==> src/rtl/dac_hpf_mult_arbiter_if.sv <==
// rtl/dac_hpf_mult_arbiter_if.sv - requester and shared-multiplier signals of the HPF multiplier arbiter
//
// Signals:
//   arb_en     1 = new grants allowed
//   req        per-requester request level
//   req_a      packed signed operand A, requester i at [18i+17:18i]
//   req_b      packed signed operand B, requester i at [18i+17:18i]
//   gnt        one-hot grant pulse
//   mult_a     operand A to the shared multiplier
//   mult_b     operand B to the shared multiplier
//   mult_p     product returned by the shared multiplier
//   rsp_valid  one-hot result strobe
//   rsp_p      product returned to the owner of rsp_valid
//   busy       an operation is pending or in flight
// Modports:
//   slave   arbiter view
//   master  requesters plus multiplier view
interface dac_hpf_mult_arbiter_if #(
  parameter int N_REQ = 8
);
  logic                 arb_en;
  logic [N_REQ-1:0]     req;
  logic [18*N_REQ-1:0]  req_a;
  logic [18*N_REQ-1:0]  req_b;
  logic [N_REQ-1:0]     gnt;
  logic [17:0]          mult_a;
  logic [17:0]          mult_b;
  logic [35:0]          mult_p;
  logic [N_REQ-1:0]     rsp_valid;
  logic [35:0]          rsp_p;
  logic                 busy;

  modport slave (
    input  arb_en, req, req_a, req_b, mult_p,
    output gnt, mult_a, mult_b, rsp_valid, rsp_p, busy
  );

  modport master (
    output arb_en, req, req_a, req_b, mult_p,
    input  gnt, mult_a, mult_b, rsp_valid, rsp_p, busy
  );
endinterface

==> src/rtl/dac_hpf_mult_arbiter.sv <==
// rtl/dac_hpf_mult_arbiter.sv - round-robin time-sharing of one pipelined 18x18 multiplier between HPF channels
//
// Ports:
//   dataclk  clock, all state on the rising edge
//   reset    synchronous active-high reset
//   bus      slave side of dac_hpf_mult_arbiter_if
//            in : arb_en, req, req_a, req_b, mult_p
//            out: gnt, mult_a, mult_b, rsp_valid, rsp_p, busy
module dac_hpf_mult_arbiter #(
  parameter int N_REQ    = 8,
  parameter int MULT_LAT = 1
) (
  input  logic                  dataclk,
  input  logic                  reset,
  dac_hpf_mult_arbiter_if.slave bus
);

  // Requester index width is fixed at 3 bits so up to 8 channels fit one tag.
  localparam int IW = 3;

  logic [IW-1:0]       ptr;
  logic [N_REQ-1:0]    pending;
  logic                gnt_v;
  logic [IW-1:0]       gnt_idx;
  logic [MULT_LAT-1:0] tag_v;
  logic [IW-1:0]       tag_idx [MULT_LAT];

  logic [N_REQ-1:0]    eligible;
  logic [2*N_REQ-1:0]  elig_rot;
  logic                grant_hit;
  logic [IW-1:0]       grant_idx;
  int                  grant_sum;
  logic [N_REQ-1:0]    grant_onehot;
  logic [17:0]         grant_a;
  logic [17:0]         grant_b;
  logic                rsp_fire;
  logic [N_REQ-1:0]    rsp_onehot;
  logic [N_REQ-1:0]    pending_nxt;
  logic [IW-1:0]       ptr_nxt;

  // Round-robin search: rotating the doubled eligible vector by ptr puts
  // requester (ptr+off) mod N_REQ at bit off, so the lowest set bit wins.
  always_comb begin
    eligible  = bus.req & ~pending & {N_REQ{bus.arb_en}};
    elig_rot  = {eligible, eligible} >> ptr;
    grant_hit = 1'b0;
    grant_idx = '0;
    grant_sum = 0;
    for (int off = 0; off < N_REQ; off++) begin
      if (!grant_hit && elig_rot[off]) begin
        grant_hit = 1'b1;
        grant_sum = int'(ptr) + off;
        if (grant_sum >= N_REQ) grant_sum = grant_sum - N_REQ;
        grant_idx = grant_sum[IW-1:0];
      end
    end
  end

  // Operand mux, one-hot decode of grant and returning tag, next pending/ptr.
  always_comb begin
    grant_onehot = '0;
    rsp_onehot   = '0;
    grant_a      = '0;
    grant_b      = '0;
    rsp_fire     = tag_v[MULT_LAT-1];
    for (int i = 0; i < N_REQ; i++) begin
      if (grant_hit && grant_idx == IW'(i)) begin
        grant_onehot[i] = 1'b1;
        grant_a         = bus.req_a[18*i +: 18];
        grant_b         = bus.req_b[18*i +: 18];
      end
      if (rsp_fire && tag_idx[MULT_LAT-1] == IW'(i)) rsp_onehot[i] = 1'b1;
    end
    // A requester is never granted while pending, so set and clear of the
    // same bit cannot collide on one edge.
    pending_nxt = (pending & ~rsp_onehot) | grant_onehot;
    ptr_nxt     = ptr;
    if (grant_hit) ptr_nxt = (grant_idx == IW'(N_REQ-1)) ? '0 : grant_idx + 1'b1;
  end

  always_ff @(posedge dataclk) begin
    if (reset) begin
      ptr           <= '0;
      pending       <= '0;
      gnt_v         <= 1'b0;
      gnt_idx       <= '0;
      tag_v         <= '0;
      for (int s = 0; s < MULT_LAT; s++) tag_idx[s] <= '0;
      bus.gnt       <= '0;
      bus.mult_a    <= '0;
      bus.mult_b    <= '0;
      bus.rsp_valid <= '0;
      bus.rsp_p     <= '0;
      bus.busy      <= 1'b0;
    end else begin
      ptr        <= ptr_nxt;
      pending    <= pending_nxt;
      gnt_v      <= grant_hit;
      gnt_idx    <= grant_idx;
      bus.gnt    <= grant_onehot;
      bus.mult_a <= grant_a;
      bus.mult_b <= grant_b;

      // Tag stage s lines up with the multiplier's stage s; the last stage
      // is valid in the cycle mult_p carries that requester's product.
      tag_v[0]   <= gnt_v;
      tag_idx[0] <= gnt_idx;
      for (int s = 1; s < MULT_LAT; s++) begin
        tag_v[s]   <= tag_v[s-1];
        tag_idx[s] <= tag_idx[s-1];
      end

      bus.rsp_valid <= rsp_onehot;
      if (rsp_fire) bus.rsp_p <= bus.mult_p;

      // The result-delivery cycle still counts as busy even though its
      // pending bit has already dropped.
      bus.busy <= (|pending_nxt) | rsp_fire;
    end
  end

endmodule
==> src/flat_wrapper.sv <==
// flat-port wrapper written by rule: the top's interface ports become plain ports
module dac_hpf_mult_arbiter_flat 
#(
  parameter int N_REQ    = 8,
  parameter int MULT_LAT = 1
)
  (dataclk, reset, bus_arb_en, bus_req, bus_req_a, bus_req_b, bus_mult_p, bus_gnt, bus_mult_a, bus_mult_b, bus_rsp_valid, bus_rsp_p, bus_busy);
  dac_hpf_mult_arbiter_if #(.N_REQ(N_REQ)) bus_i ();
  input  logic dataclk;
  input  logic reset;
  input wire logic [$bits(bus_i.arb_en)-1:0] bus_arb_en;
  input wire logic [$bits(bus_i.req)-1:0] bus_req;
  input wire logic [$bits(bus_i.req_a)-1:0] bus_req_a;
  input wire logic [$bits(bus_i.req_b)-1:0] bus_req_b;
  input wire logic [$bits(bus_i.mult_p)-1:0] bus_mult_p;
  output wire logic [$bits(bus_i.gnt)-1:0] bus_gnt;
  output wire logic [$bits(bus_i.mult_a)-1:0] bus_mult_a;
  output wire logic [$bits(bus_i.mult_b)-1:0] bus_mult_b;
  output wire logic [$bits(bus_i.rsp_valid)-1:0] bus_rsp_valid;
  output wire logic [$bits(bus_i.rsp_p)-1:0] bus_rsp_p;
  output wire logic [$bits(bus_i.busy)-1:0] bus_busy;
  assign bus_i.arb_en = bus_arb_en;
  assign bus_i.req = bus_req;
  assign bus_i.req_a = bus_req_a;
  assign bus_i.req_b = bus_req_b;
  assign bus_i.mult_p = bus_mult_p;
  assign bus_gnt = bus_i.gnt;
  assign bus_mult_a = bus_i.mult_a;
  assign bus_mult_b = bus_i.mult_b;
  assign bus_rsp_valid = bus_i.rsp_valid;
  assign bus_rsp_p = bus_i.rsp_p;
  assign bus_busy = bus_i.busy;
  dac_hpf_mult_arbiter #(.N_REQ(N_REQ), .MULT_LAT(MULT_LAT)) u_core (.dataclk(dataclk), .reset(reset), .bus(bus_i));
endmodule
==> config.mk <==
export PLATFORM = sky130hd
export DESIGN_NAME = dac_hpf_mult_arbiter_flat
export DESIGN_NICKNAME = d
export VERILOG_FILES = /design/src/rtl/dac_hpf_mult_arbiter_if.sv /design/src/rtl/dac_hpf_mult_arbiter.sv /design/src/flat_wrapper.sv
export SDC_FILE = /design/constraint.sdc
export NUM_CORES = 1
export LEC_CHECK = 0
export BUFFER_PORTS_ARGS = -buffer_cell sky130_fd_sc_hd__buf_2
export CAP_MARGIN = 20
export CORE_AREA = 2 2 163 165
export DETAILED_ROUTE_END_ITERATION = 10
export DIE_AREA = 0 0 165 167
export PLACE_DENSITY = 0.64
export SYNTH_ARGS = -nofsm -noshare
export SYNTH_HDL_FRONTEND = slang
export SYNTH_SLANG_ARGS = --single-unit
==> constraint.sdc <==
create_clock -name dataclk -period 3.9 [get_ports dataclk]
set_input_delay 0.39 -clock dataclk [delete_from_list [all_inputs] [get_ports dataclk]]
set_output_delay 0.39 -clock dataclk [all_outputs]
set_load 0.03 [all_outputs]
==> impl_results.md, run 1 <==
- Mean post-synth cell area: 9.33 sq um
- Die width: 165 um
- Largest net degree at the start of global routing: 64
- Hold Path Stages: 3
- Leak: 5.30 nW
- Asr flop ratio synth: 0%
- Antenna violations before repair: 9
- Reg2Reg Depth: 16
- Commonest non-fill, non-tap cell in the layout: buf_2
- EDFF count, synth: 0
- Max Clock Freq: 263 MHz
- Antenna-violating nets left: 0
- Placed wire-length estimate: 30,100 um
- Worst reg2reg setup slack: 0.09 ns
- Worst path bufs/invs: 5
- Drt via density: 5.59
- Pins over their slew limit: 0
- Total number of vias: between 9,000 and 10,000
- Std-Cell Rows: 59
- Final setup violating endpoints: 0
- Num CTS Buffers: 9
- GRT Overall Usage: roughly a quarter
- Area of the mapped netlist: 0.00740 sq mm
- Crit path arrival time: 4.06 ns
- Total power: roughly 14 mW
- Top post-synthesis cells by area: dfxtp_1, a22oi_1, mux2i_1
- Number of global-route vias before repair: 8,918
- WS Path Type: reg2reg
- Slew margin rel.: 52.9%
- Core footprint: 0.0258 sq mm
- Synth Warn #: 0
- Crit path depth: 16
- Synth Instances: 793
- Peak VDD IR: 0.531 mV
- Global route total overflow: 0
- Cell family with most CP delay: compound AO/OA/AOI/OAI gates
- Crit path top cell by count: buf_4
- Seq cells post-synth: 108
- CTS tree: done
- Area leader, netlist: dfxtp_1
- Outcome: completed
- Share of layout cells above drive strength 1: about 56%
- CP max stage delay: slightly below 0.5 ns
- Initial Utilization: 28.7%
- Top-area cell type share of the netlist area: around 30%
- Worst r2r dst: u_core.bus.mult_a[17]
- Drt pass-1 iters: 5
- Root buffer cell: clkbuf_16
- Max Cap Viol: 0
- Hold Fails Final Rpt: 0
- Min Clock Period, post-route: 3.81 ns
- Req. time, crit path: between 4 and 5 ns
- Die height: 167 um
- Worst setup SP type: register
- Layout Skew: 0.0177 ns
- Nets: 1,642
- # IOs: roughly 420
- Syn Nets: 1,136
- Worst hold start: bus_mult_p[19]
- Synth Flop Type: dfxtp_1
- End point of the worst hold path: u_core.bus.rsp_p[19]
- GP Congestion: approximately 0.93
- Fin Hold WS: around 0.25 ns
- Maximum fanout along the worst path: 10
- DRC errors left: 0
- TritonCTS sink count: 108
- Crit-path cells: nand2b_1 > buf_4 > mux4_2 > buf_4 > a21oi_1 > nand4_1 > a22oi_1 > a211oi_2 > buf_4 > ha_1 > o211a_4 > buf_12 > buf_4 > a221o_1 > a22oi_1 > o31ai_1
- Worst-path clk slew: 0.09 ns
- Global-route wire length before repair: 54,300 um
- Initial DRC count: 800
- Yosys cell types: 88
- Most frequent cells in the layout: buf_2, buf_4, dfxtp_1, nor2_1, a22oi_1
- Drt wl/cell: between 20 and 25 um
- Clock buffer depth: 2
- R2r startpoint: u_core.pending[7]
- Die ar.: approximately 0.028 sq mm
- Power per Cell Area: 1180 mW/mm^2
- Port Buffers: 423
- Sequential share of the synthesized area: slightly below 30%
- Post-Route WL: about 38,000 um
- CTS H-Tree Depth: 3
- Worst hold path class: in2reg
- Worst skew pair latency: about 0.37 ns
- Critical path capture point type: register
- Least-Margin Pin Slew: between 0.7 and 0.8 ns
- Area Growth Syn to Fin: 56.8%
- Period utilization: 97.6%
- Critical path's slowest cell: mux4_2
==> cell usage after synthesis, types with 6 or more instances <==
library cell / n
nand2_1: 15
a21oi_1: 10
inv_1: 11
o31ai_2: 11
nand2b_1: 11
o41ai_1: 7
buf_2: 32
nand3_1: 8
nor3_1: 31
nor2b_1: 14
a221o_1: 37
o21ai_0: 17
ha_1: 8
a22o_1: 36
or2_2: 16
o22ai_1: 11
o22ai_2: 11
mux2i_1: 55
mux4_2: 6
o31ai_1: 9
o221a_2: 17
dfxtp_1: 108
o211ai_1: 6
clkbuf_1: 26
buf_1: 7
nor2_1: 74
o41ai_2: 13
a22oi_1: 76
and2_1: 6
==> area by class of cell <==
type,count,area (sq um)
Multi-Input combinational cell,598,5100
Timing Repair Buffer,569,3540
Fill cell,2552,14200
Antenna cell,6,15.0
Sequential cell,108,2160
Inverter,13,48.8
Clock inverter,6,80.1
Tap cell,335,419
Clock buffer,10,229
==> how the worst max path moves through the flow <==
stage	start	to	slack, ns
global placement	u_core.ptr[0]	u_core.bus.mult_b[0]	-0.05
detailed placement	u_core.ptr[0]	u_core.bus.mult_b[0]	-0.04
finish	u_core.pending[7]	u_core.bus.mult_a[17]	0.09
floorplan	u_core.ptr[0]	u_core.bus.mult_a[5]	0.007
CTS	u_core.ptr[1]	u_core.bus.mult_a[15]	0.02
global route	u_core.pending[7]	u_core.bus.mult_a[16]	-0.01
==> timing repair <==
item / 4_1_cts / 5_1_grt
setup buffers: 3 / 4
pin swaps: 1 / 6
hold buffers: 0 / 0
resized for setup: 9 / 39
setup endpoints to repair: 9 / 36
cloned: 1 / 0
==> sequential cells by signal, summed over array words and instances (netlist names) <==
name                  count
u_core.bus.rsp_p         36
u_core.bus.mult_a        18
u_core.bus.mult_b        18
u_core.bus.gnt            8
u_core.bus.rsp_valid      8
u_core.pending            8
u_core.gnt_idx            3
u_core.ptr                3
u_core.tag_idx            3
u_core.bus.busy           1
u_core.gnt_v              1
u_core.rsp_fire           1
==> where the power goes <==
group	total, mW	switching, mW	internal, mW
Sequential	1.57	0.146	1.43
Clock	1.01	0.494	0.515
Combinational	11.1	5.90	5.23
Total	13.7	6.54	7.18
==> tightest hold or removal path, cell delays in order <==
cell and delay (ns):
buf_2 0.07, mux2i_1 0.05, nor2_1 0.07
==> logic make-up (layout without fill, tap and decap cells) <==
| logic type | after synthesis | count (layout) | share of synthesized area (%) |
|---|---|---|---|
| other | 0 | 6 | 0 |
| AO/OA/AOI/OAI | 316 | 316 | 39.0 |
| adder cells (fa/ha/maj) | 8 | 8 | 1.35 |
| flip-flops | 108 | 108 | 29.2 |
| buffers and inverters | 87 | 598 | 5.67 |
| AND/OR/NAND/NOR | 212 | 212 | 15.3 |
| multiplexers | 62 | 62 | 9.42 |
==> stage by stage <==
step / setup slack, ns / std cells / cell area (sq um) / utilization, % / TNS [ns]
5_1_grt: -0.0123 / 1644 / 11600 / 45.0 / -0.0227
3_3_place_gp: -0.0513 / 1615 / 10900 / 42.5 / -0.0617
4_1_cts: 0.0212 / 1635 / 11300 / 44.0 / 0
6_report: 0.0933 / 1645 / 11600 / 45.0 / 0
2_1_floorplan: 0.00699 / 793 / 7420 / - / 0
3_5_place_dp: -0.0381 / 1615 / 10900 / 42.5 / -0.0559
==> layer usage <==
layer	vias up	GRT usage (%)	wire length [um]
li1	4181	-	-
met1	4455	32.7	15600
met2	493	44.3	18700
met3	65	5.65	3100
met4	6	7.98	827
met5	-	0	39
No activity file was read; power rests on OpenSTA's default activity.
==> run 2: changes to the inputs <==
Settings changed: CELL_PAD_IN_SITES_DETAIL_PLACEMENT set to 0, CELL_PAD_IN_SITES_GLOBAL_PLACEMENT set to 1, CORE_AREA 2 2 163 165 to not set, CORE_MARGIN set to 2, CORE_UTILIZATION set to 29, DIE_AREA 0 0 165 167 to not set, PLACE_DENSITY 0.64 to 0.84.
==> run 2 against run 1 <==
- worst setup slack improved by 0.051 ns
- wire length decreased by 7.5%
- count of clock-buffer cells in the layout decreased by 1
- worst hold slack improved by 0.0047 ns
- global-route usage decreased by 1.3 points
- sequential power about the same
- clock skew increased by 0.0010 ns
- critical path depth unchanged
- die area decreased by 2.8%
- critical path type unchanged
- largest cell class unchanged
==> impl_results.md, run 2 (synthesized netlist as in run 1, its figures left out) <==
- Period utilization: between 90 and 100%
- Port Buffers: ~420
- Initial DRC count: 666
- Layout Skew: ~0.019 ns
- Critical path capture point type: register
- Setup Slack @ Placement: -0.0108 ns
- TritonCTS sink count: about 110
- Crit path arrival time: around 4.0 ns
- Global route total overflow: 0
- Placed wire-length estimate: 27,600 um
- DRC errors left: 0
- Global-route wire length before repair: 50,800 um
- Storage cell area: around 0.0022 sq mm
- Footprint of the multi-input gates: 0.00496 sq mm
- Antenna-violating nets left: 0
- Worst setup SP type: register
- Max reg flops: 36
- Drt wl/cell: around 22 um
- Critical Path End: u_core.bus.mult_a[0]
- RSZ-0062 raised after global routing: no
- PnR worst setup slack: 0.144 ns
- Slew margin rel.: 52.6%
- Worst-path clk slew: 0.10 ns
- Cts-stage hold buffer count: 0
- Die ar.: 0.0268 sq mm
- Die height: 164 um
- Most frequent cells in the layout: buf_2, dfxtp_1, a22oi_1, nor2_1, buf_4
- Max Cap Viol: 0
- Area Growth Syn to Fin: 50.5%
- Layout fillers: 2,513
- Drt pass-1 iters: 7
- Maximum fanout along the worst path: 18
- Req. time, crit path: 4.18 ns
- Top reg by flops: u_core.bus.rsp_p
- Reg2Reg Depth: 16
- Num CTS Buffers: 9
- Leak: 5.05 nW
- Drt via density: 5.59
- GP Congestion: about 0.94
- Worst skew pair latency: 0.37 ns
- Max Clock Freq: 266 MHz
- Worst path bufs/invs: 4
- Total number of vias: 8,898
- Critical path's slowest cell: or4_4
- # IOs: 424
- Pins over their slew limit: 0
- Worst reg2reg setup slack: 0.14 ns
- Hold Fails Final Rpt: 0
- Initial Utilization: just under 30%
- R2r startpoint: u_core.ptr[0]
- Power per Cell Area: 1150 mW/mm^2
- Crit path depth: 16
- GRT Overall Usage: 24.7%
- Number of global-route vias before repair: 8,700
- Clock buffer depth: 2
- Largest registers: u_core.bus.rsp_p (36), u_core.bus.mult_a (18), u_core.bus.mult_b (18)
- Crit-path cells: buf_12 > nor4bb_1 > or4_4 > o211ai_1 > o31ai_1 > o21a_1 > a211oi_2 > inv_1 > ha_1 > ha_2 > o22a_2 > a211oi_4 > buf_6 > clkbuf_16 > o22ai_1 > o31ai_1
- Cell family with most CP delay: compound AO/OA/AOI/OAI gates
- Core footprint: ~0.025 sq mm
- Antenna violations before repair: 4
- Min Clock Period, post-route: 3.76 ns
- Least-Margin Pin Slew: between 0.7 and 0.8 ns
- Largest net degree at the start of global routing: 68
- WS Path Type: reg2reg
- CP max stage delay: 0.60 ns
- Commonest non-fill, non-tap cell in the layout: buf_2
- CTS tree: done
- Post-Route WL: 35,400 um
- Nets: 1,598
- Outcome: completed
- Root buffer cell: clkbuf_16
- Worst hold path class: in2reg
- Peak VDD IR: 0.585 mV
- Setup_tns: 0 ns
- CTS H-Tree Depth: 3
- Worst r2r dst: u_core.bus.mult_a[0]
- Crit path top cell by count: o31ai_1
- Share of layout cells above drive strength 1: 53.1%
- Final setup violating endpoints: 0
- Std-Cell Rows: 58
- Critical Path Start: u_core.ptr[0]
- Die width: 164 um
==> run 2: final cells by class <==
cell class              instances  share of cell area (%)
diodes                          3                  0.0674
clock buffers                   9                    2.02
clock inverters                 7                   0.719
inverters                      13                   0.461
multi-input cells             598                    44.5
flip-flops and latches        108                    19.4
well taps                     330                    3.71
repair buffers                525                    29.0
==> run 2: worst register-to-register path: cells and delay by family, from the launching register on <==
kind,cells,cell delay (ns)
AOI/OAI and AO/OA,8,1.62
and+or+nand+nor,2,0.75
buffers and inverters,4,0.57
adders and majority gates,2,0.43
DFF,1,0.33
==> run 2: timing repair <==
action                                  4_1_cts  5_1_grt
endpoints found under the setup margin        2       37
gates resized for setup                       1       26
pin swaps                                     0        6
buffers inserted                              0        5
cloned                                        0        2
==> run 2: layer usage <==
layer	share of wire, %	GRT usage [%]	routed length [um]	vias up
li1	-	-	-	4096
met1	42	32.0	14800	4257
met2	46	39.6	16400	475
met3	9.3	7.12	3300	66
met4	2.3	8.05	822	4
met5	0.065	0	23	-
==> run 2: how the worst min path moves through the flow <==
stage / startpoint / end / slack [ns] / cells after the start
after floorplan: u_core.gnt_v / u_core.rsp_fire / 0.41 / 1
after global placement: u_core.gnt_idx[2] / u_core.tag_idx[0][2] / 0.42 / 1
after detailed placement: u_core.gnt_idx[2] / u_core.tag_idx[0][2] / 0.42 / 1
after CTS: bus_mult_p[16] / u_core.bus.rsp_p[16] / 0.24 / 3
after global routing: bus_mult_p[13] / u_core.bus.rsp_p[13] / 0.26 / 3
final: bus_mult_p[16] / u_core.bus.rsp_p[16] / 0.25 / 3
==> run 2: per-stage QoR <==
step	util (%)	cell area [sq um]	std cells	power, mW	hold WS (ns)
global placement	42.3	10600	1567	11.3	0.420
floorplan	-	7420	793	7.82	0.414
global route	44.3	11100	1592	13.6	0.255
CTS	43.5	10900	1583	12.4	0.237
finish	44.3	11100	1593	12.8	0.251
detailed placement	42.3	10600	1567	11.4	0.424
==> run 2: report_power, final <==
group | switching, mW | internal (mW)
Sequential | 0.137 | 1.43
Combinational | 5.54 | 4.71
Clock | 0.516 | 0.458
==> run 3: changes to the inputs <==
Settings changed: ABC_CLOCK_PERIOD_IN_PS set to 3900, PLACE_DENSITY 0.84 to 0.79.
==> run 3 against run 2 <==
- global-route usage up 0.56 points
- utilization down 0.30 points
- combinational power barely moved
- largest cell class unchanged
- largest power group unchanged
- highest routed layer unchanged
==> impl_results.md, run 3 (synthesized netlist as in run 1, its figures left out) <==
- Power per Cell Area: 1170 mW/mm^2
- Least-Margin Pin Slew: 0.617 ns
- Worst r2r dst: u_core.bus.mult_b[16]
- Total number of vias: 8,916
- Worst path bufs/invs: 3
- Outcome: completed
- Core footprint: 0.0251 sq mm
- Final Non-Filler Cells: 1,587
- Hold Path Stages: 3
- Worst hold path class: in2reg
- Critical path's slowest cell: mux4_2
- Port Buffers: 423
- Leak: a little over 5 nW
- Post-Route Utilization: 44.0%
- Period utilization: a little over nine tenths
- Post-Route WL: ~36,000 um
- Num CTS Buffers: 9
- Crit-path cells: nand2b_1 > mux4_2 > o22ai_1 > buf_4 > nand2b_1 > a211oi_1 > a21o_1 > a211oi_2 > inv_1 > ha_1 > ha_1 > o21ai_4 > buf_12 > or2_2 > mux2i_1 > o41ai_2
- Nets: 1,592
- Final setup violating endpoints: 0
- Antenna-violating nets left: 0
- GP Congestion: between 0.9 and 1
- Worst skew pair latency: 0.37 ns
- CP max stage delay: 0.54 ns
- Antenna violations before repair: 7
- Slew margin rel.: around 59%
- DRC errors left: 0
- Die ar.: ~0.027 sq mm
- Placed insts: 1,562
- Drt wl/cell: 22.9 um
- Worst reg2reg setup slack: 0.16 ns
- RSZ-0062 raised after global routing: yes
- Reg2Reg Depth: 16
- Req. time, crit path: between 4 and 5 ns
- Layout fillers: 2,561
- Placed wire-length estimate: 27,700 um
- Worst hold start: bus_req_b[137]
- Max reg flops: 36
- Cell family with most CP delay: compound AO/OA/AOI/OAI gates
- # IOs: 424
- Share of layout cells above drive strength 1: 53.0%
- Clock buffer depth: 2
- Area Growth Syn to Fin: 49.5%
- Most frequent cells in the layout: buf_2, dfxtp_1, nor2_1, a22oi_1, buf_4
- Worst-path clk slew: 0.10 ns
- Largest registers: u_core.bus.rsp_p (36), u_core.bus.mult_a (18), u_core.bus.mult_b (18)
- Layout Skew: 0.0190 ns
- Die height: 164 um
- Max Cap Viol: 0
- Initial Utilization: 29.5%
- Hold Fails Final Rpt: 0
- Total power: approximately 13 mW
- Drt via density: 5.62
- R2r startpoint: u_core.pending[6]
- End point of the worst hold path: u_core.bus.mult_b[11]
- Root buffer cell: clkbuf_16
- Worst setup SP type: register
- Global-route wire length before repair: slightly above 50,000 um
- Largest net degree at the start of global routing: 53
- Top reg by flops: u_core.bus.rsp_p
- Maximum fanout along the worst path: 12
- Pins over their slew limit: 0
- Peak VDD IR: 0.701 mV
- WS Path Type: reg2reg
- TritonCTS sink count: 108
- Drt pass-1 iters: 6
- Global route total overflow: 0
- Number of global-route vias before repair: 8,683
- Max Clock Freq: between 200 and 300 MHz
- Min Clock Period, post-route: 3.74 ns
- Crit path arrival time: 4.00 ns
- Commonest non-fill, non-tap cell in the layout: buf_2
- CTS tree: done
- Cts-stage hold buffer count: 0
- Std-Cell Rows: 58
- Die width: 164 um
- Initial DRC count: 994
- GRT Overall Usage: 25.3%
- Critical path capture point type: register
- CTS H-Tree Depth: 3
run 3: worst min-delay path: stages:
cell     delay, ns
buf_2         0.08
a22oi_1       0.08
o41ai_2       0.05
run 3: area by class of cell:
type / count / area, sq um / share of cell area [%]
diodes: 3 / 7.51 / 0.0679
clock buffers: 9 / 225 / 2.04
clock inverters: 7 / 86.3 / 0.781
inverters: 13 / 48.8 / 0.441
multi-input cells: 598 / 4950 / 44.7
flip-flops and latches: 108 / 2170 / 19.6
well taps: 330 / 413 / 3.73
repair buffers: 519 / 3160 / 28.6
run 3: routing by layer:
metal  global-route usage, %  share of wire, %  wire length, um  vias up
met3                    6.62               9.7             3520       76
li1                        -                 -                -     4089
met5                       0              0.12               45        -
met2                    40.6                47            17100      538
met1                    32.6                40            14700     4205
met4                    9.25               2.7              978        8
run 3: worst max path at each step:
stage                      startpoint                    end  slack, ns  cells past startpoint
floorplan               u_core.ptr[0]   u_core.bus.mult_a[5]      0.007                     15
global placement           bus_req[4]   u_core.bus.mult_a[5]      -0.04                     15
detailed placement         bus_req[4]   u_core.bus.mult_a[6]      -0.03                     15
CTS                     u_core.ptr[0]   u_core.bus.mult_a[6]      0.002                     15
global route            u_core.ptr[0]  u_core.bus.mult_a[14]     0.0004                     16
finish              u_core.pending[6]  u_core.bus.mult_b[16]       0.16                     16
run 3: report_power, final:
group          switching (mW)  total [mW]  internal [mW]
registers               0.153        1.59           1.43
clock network           0.545        1.01          0.467
logic                    5.67        10.3           4.68
total                    6.37        12.9           6.58
run 3: metrics by stage:
| stage | hold slack (ns) | area, sq um | worst slack [ns] | TNS, ns |
|---|---|---|---|---|
| 2_1_floorplan | 0.414 | 7420 | 0.00699 | 0 |
| 3_3_place_gp | 0.424 | 10600 | -0.0386 | -0.0911 |
| 3_5_place_dp | 0.427 | 10600 | -0.0260 | -0.0426 |
| 4_1_cts | 0.227 | 10900 | 0.00175 | 0 |
| 5_1_grt | 0.238 | 11100 | 0.000426 | 0 |
| 6_report | 0.249 | 11100 | 0.156 | 0 |
run 3: repair_timing:
action	4_1_cts	5_1_grt
pin swaps	0	4
resized for setup	1	23
setup endpoints to repair	3	37
setup buffers	0	4
gates cloned	0	2
